### src/rtl/mul_4x3_seq_ctrl.sv
// ============================================================================
// Module  : mul_4x3_seq_ctrl
// Brief   : Sequential shift-and-add multiplier with valid/ready handshakes.
//           Optional early termination with `define MUL_SKIP_ZERO_EN.
// Revision: 1.0  initial release
// ============================================================================
`default_nettype none

module mul_4x3_seq_ctrl #(
   parameter int A_WIDTH = 3,
   parameter int B_WIDTH = 4
) (
   input  logic                       clk,
   input  logic                       rst_n,
   input  logic                       in_valid,
   output logic                       in_ready,
   input  logic [A_WIDTH-1:0]         a,
   input  logic [B_WIDTH-1:0]         b,
   output logic                       out_valid,
   input  logic                       out_ready,
   output logic [A_WIDTH+B_WIDTH-1:0] product,
   output logic                       busy
);

   localparam int P_WIDTH = A_WIDTH + B_WIDTH;
   localparam int CNT_W   = $clog2(A_WIDTH + 1);

   localparam logic [1:0] S_IDLE = 2'd0;
   localparam logic [1:0] S_RUN  = 2'd1;
   localparam logic [1:0] S_DONE = 2'd2;

   localparam logic [CNT_W-1:0] C_LAST_CNT = CNT_W'(A_WIDTH - 1);

   logic [1:0]         state_q,   state_d;
   logic [P_WIDTH-1:0] acc_q,     acc_d;
   logic [P_WIDTH-1:0] mcand_q,   mcand_d;
   logic [A_WIDTH-1:0] mplier_q,  mplier_d;
   logic [CNT_W-1:0]   cnt_q,     cnt_d;
   logic [P_WIDTH-1:0] product_q, product_d;

   logic               w_accept;
   logic               w_last;
   logic [P_WIDTH-1:0] w_sum;

   assign w_accept = (state_q == S_IDLE) && in_valid;
   assign w_sum    = acc_q + mcand_q;

`ifdef MUL_SKIP_ZERO_EN
   // Stop as soon as no set multiplier bits remain for later steps.
   assign w_last = (cnt_q == C_LAST_CNT) || ((mplier_q >> 1) == '0);
`else
   assign w_last = (cnt_q == C_LAST_CNT);
`endif

   always_ff @(posedge clk or negedge rst_n) begin
      if (!rst_n) begin
         state_q   <= S_IDLE;
         acc_q     <= '0;
         mcand_q   <= '0;
         mplier_q  <= '0;
         cnt_q     <= '0;
         product_q <= '0;
      end else begin
         state_q   <= state_d;
         acc_q     <= acc_d;
         mcand_q   <= mcand_d;
         mplier_q  <= mplier_d;
         cnt_q     <= cnt_d;
         product_q <= product_d;
      end
   end

   always_comb begin
      state_d = state_q;
      case (state_q)
         S_IDLE: begin
            if (in_valid) begin
`ifdef MUL_SKIP_ZERO_EN
               state_d = (a == '0) ? S_DONE : S_RUN;
`else
               state_d = S_RUN;
`endif
            end
         end
         S_RUN:   if (w_last)    state_d = S_DONE;
         S_DONE:  if (out_ready) state_d = S_IDLE;
         default:                state_d = S_IDLE;
      endcase
   end

   always_comb begin
      acc_d     = acc_q;
      mcand_d   = mcand_q;
      mplier_d  = mplier_q;
      cnt_d     = cnt_q;
      product_d = product_q;
      if (w_accept) begin
         acc_d    = '0;
         mcand_d  = {{A_WIDTH{1'b0}}, b};
         mplier_d = a;
         cnt_d    = '0;
`ifdef MUL_SKIP_ZERO_EN
         if (a == '0) product_d = '0;
`endif
      end else if (state_q == S_RUN) begin
         acc_d    = mplier_q[0] ? w_sum : acc_q;
         mcand_d  = mcand_q << 1;
         mplier_d = mplier_q >> 1;
         cnt_d    = cnt_q + 1'b1;
         if (w_last) product_d = acc_d;
      end
   end

   always_comb begin
      in_ready  = (state_q == S_IDLE);
      out_valid = (state_q == S_DONE);
      busy      = (state_q == S_RUN) || (state_q == S_DONE);
   end

   assign product = product_q;

endmodule

`default_nettype wire

### config.mk
export PLATFORM = sky130hd
export DESIGN_NAME = mul_4x3_seq_ctrl
export DESIGN_NICKNAME = d
export VERILOG_FILES = /design/src/rtl/mul_4x3_seq_ctrl.sv
export SDC_FILE = /design/constraint.sdc
export NUM_CORES = 1
export LEC_CHECK = 0
export ABC_CLOCK_PERIOD_IN_PS = 1840
export CAP_MARGIN = 10
export CORE_MARGIN = 2
export CORE_UTILIZATION = 51
export CTS_BUF_LIST = sky130_fd_sc_hd__clkbuf_8
export CTS_CLUSTER_DIAMETER = 120
export DETAILED_ROUTE_END_ITERATION = 12
export GPL_TIMING_DRIVEN = 0
export PLACE_DENSITY = 0.77
export SLEW_MARGIN = 20
export SYNTH_ARGS = -nofsm -noshare
export SYNTH_HDL_FRONTEND = slang
export SYNTH_SLANG_ARGS = --single-unit
### constraint.sdc
create_clock -name clk -period 1.84 [get_ports clk]
set_input_delay 0.368 -clock clk [delete_from_list [all_inputs] [get_ports clk]]
set_output_delay 0.368 -clock clk [all_outputs]
set_load 0.05 [all_outputs]
==> summary.md <==
The run finished, with violations left. The final reports fail on setup timing. The first global-routing pass estimated 6000 µm of wire. The synthesized netlist contains 40 unique library cells. In this run the tool buffered the top-level ports with 20 buffer cells. For the final database, setup skew stands at 3.37 ps. The number of buffers created by CTS was 3. For this design the static power due to leakage is 0.964 nW. The analysis attributes to net switching a power of 1.69 mW. The tool flagged a number of max-cap violations equal to 0.

The proportion of total power due to net switching came out at 0.450. The tools report the initial standard-cell utilization of the core as 0.538. Yosys printed 0 warnings. The register clock-pin slew on the reported worst setup and hold paths came out at 100 ps. The instance count of the mapped netlist is 174, and the total core area is 3050 µm².

For the insertion delay to the later sink of the worst-skew pair, the log shows 270 ps. The kind of cell with the highest combined delay along the critical path is simple AND/OR/NAND/NOR gates. The die footprint is 3690 µm², and the x dimension of the die is 60.8 µm. Setup violations remaining at the end of the flow were counted as 4. The initial antenna violation count is 0.

Along the worst path, the maximum fanout reaches 3. The category of the worst setup path launch point was a flop. The via density per instance came out at 5.42. The worst setup path is captured at a flop. In this run, post-CTS hold repair placed 0 buffers.

The fraction of registers with async set or reset after synthesis was 1.00. The run gives 0 as the total congestion overflow. Counting tap cells, the placed design contains a total of 238 instances. The share of power burned in the clock network is 0.129.

The final setup slack of the worst path was -92.7 ps; the time the worst path needs with I/O delays and setup was 1930 ps. The fraction of layout instances using a drive strength above 1 was 0.191; the net count after synthesis was 196. For the number of antenna cells inserted, the log shows 0. Setup repair after global routing could not meet its margin everywhere. The max-slew violation count came out at 0.

The congestion estimate from routability-driven global placement came to 0.869. Traced cell by cell, the critical path runs through ha_2 > inv_2 > fa_2 > nand2b_4 > a21oi_2 > or4_4 > a31o_1 > a21oi_2. Dividing the detail-routed wire length by the instance count gives 14.2 µm. The wire-length estimate of the detail-placed layout is 2460 µm. IR analysis of the VDD net gives a maximum drop of 1.24 mV. Summing over every cut layer, the via total after detailed routing is 1,345.

Leaving out filler cells and counting taps, the final layout contains 248. Dominant cell type by count on the critical path: a21oi_2. After synthesis, the cell types taking the most area are dfrtp_1, mux2i_1, ha_1.

For the sequential share of power, the log shows 0.291. For this run, the slowest stage of the critical path takes 420 ps. The logs give 0.215 for the overall global routing resource usage and 21 for the I/O pin count. The logs give 6 for the detailed-router iteration count before antenna repair and 0.517 GHz for the achievable clock frequency. For the remaining max-slew budget at the tightest pin, the log shows 0.594.

The tools report the arrival time at the worst endpoint as 2140 ps. The number of synthesized register bits was 28; the chip height was 60.8 µm. The final core utilization came out at 0.679. The run gives 1640 µm² as the post-synthesis instance area. The transition at the pin with the smallest max-transition slack is 609 ps, and the total number of placement rows is 20. Cell at the slowest stage of the critical path: or4_4. The count of H-tree levels built during CTS was 1. Counting flops with a built-in enable in the synthesized netlist gives 0. TritonCTS built the clock tree.

The tools report the combinational cell fraction of total power as 0.580. The average instance in the mapped netlist occupies 9.44 µm². After filler insertion, the fill cell instance count of the layout stands at 254. Among all flip-flop cells after synthesis, the most frequent one is dfrtp_1. After the last flow step, the layout net total stands at 227. Dividing total power by cell area gives a power density of 1810 nW/µm².

For the maximum number of pins on one net before global-route repair, the log shows 29. The post-synthesis to final-layout area growth was 26.2%. The critical path start-end classification is reg2reg. Setup TNS: -204 ps.

Internal power comes to 2.06 mW. The count of buffer and inverter cells on the critical path came out at 1. dfrtp_1 takes more of the synthesized area than any other cell.

The run gives 1,383 as the number of global-route vias before repair. Final hold analysis gives a worst-case slack of 96.4 ps. The sink count of the clock tree came out at 28. For the worst setup path, the data required time is 2050 ps. The sequential area share after synthesis is 0.427, and the number of design-rule violations left by the first detailed-router iteration is 52. The remaining design rule violation count is 0, and the final period utilization is 1.05. The path type of the worst min-delay path is in2async.

The final-report hold violation count was 0. Summed over all layers, the routed wires come to 3530 µm. The area fraction of the dominant cell type after synthesis was 0.427; the residual antenna-violating net count after detailed routing was 0. The root buffer cell chosen for the clock tree is clkbuf_8. The number of buffers on the longest clock path is 2.
==> worst reg2reg max path: stages, from the launching register on <==
cell      delay, ps
dfrtp_1         400
ha_2            210
inv_2            60
fa_2            220
nand2b_4        150
a21oi_2          70
or4_4           420
a31o_1          230
a21oi_2         110
==> layer usage <==
layer  vias to the layer above  GRT usage  wire length, µm
met4                         0     0.0839               66
li1                        666          -                -
met2                        25      0.384             1850
met5                         -          0                0
met3                         6     0.0256              120
met1                       648      0.265             1500
==> stage by stage <==
step	area (µm²)	total power, mW	setup WS [ps]
final	2070	3.75	-92.7
after global routing	2070	4.04	-175
after CTS	2040	3.69	-59.1
after detailed placement	1910	3.12	-225
after global placement	1920	3.05	-178
after floorplan	1660	2.63	-18.7
==> final cells by class <==
type	count	area [µm²]	share of cell area
Buffer	7	48.8	0.0235
Tap cell	44	55.1	0.0266
Clock buffer	3	41.3	0.0199
Inverter	10	37.5	0.0181
Sequential cell	28	701	0.338
Multi-Input combinational cell	129	911	0.439
Clock inverter	1	30.0	0.0145
Timing Repair Buffer	26	249	0.120
==> registers in the layout, summed over array words and instances, names as in the netlist <==
signal	cells
acc_q	7
mcand_q	7
product	7
mplier_q	3
cnt_q	2
state_q	2
==> cell families after synthesis <==
family,synth area share
AND/OR/NAND/NOR,0.177
AO/OA/AOI/OAI,0.150
flip-flops,0.427
buffers and inverters,0.0518
multiplexers,0.0853
adder cells (fa/ha/maj),0.0883
XOR/XNOR,0.0213
==> power by group through the flow <==
stage | Clock, mW | Combinational, mW | Sequential (mW)
after global routing | 0.521 | 2.40 | 1.12
after floorplan | 0 | 1.38 | 1.25
final | 0.484 | 2.18 | 1.09
after detailed placement | 0 | 2.02 | 1.10
after CTS | 0.491 | 2.11 | 1.08
after global placement | 0 | 1.96 | 1.09
==> path summary, 6_finish.rpt <==
kind,from,cells past startpoint,slack (ps),end
hold / removal,rst_n,1,100,acc_q[3]
max in group asynchronous,rst_n,1,1350,mplier_q[0]
hold reg to reg,product[0],2,490,product[0]
setup reg to reg,acc_q[0],8,-90,acc_q[6]
setup / recovery,acc_q[0],8,-90,acc_q[6]
min in group clk,product[0],2,490,product[0]
==> Yosys cell counts, types with 3 or more instances <==
master    instances
nor3b_1           4
xnor2_1           3
o21ai_1           8
a21oi_1           8
ha_1             10
nor2_1           11
nand2_1          30
mux2i_1          14
inv_1            10
a211oi_1          3
dfrtp_1          28
o21ai_0          10
==> layout by cell type (no fill, tap or decap), types with 4 or more instances in the layout <==
cell type,n
o21ai_0,10
clkdlybuf4s50_1,13
o21ai_1,7
a21oi_1,5
ha_1,7
buf_4,5
a21oi_2,4
nand2_1,30
inv_1,9
nor3b_1,4
nor2_1,11
dfrtp_1,28
mux2i_1,14
==> timing repair <==
action,CTS,global route
setup endpoints to repair,6,13
gates cloned,0,0
buffers inserted,4,2
gates resized for setup,13,11
pin swaps,6,4
(Power assumes the default switching activity.)
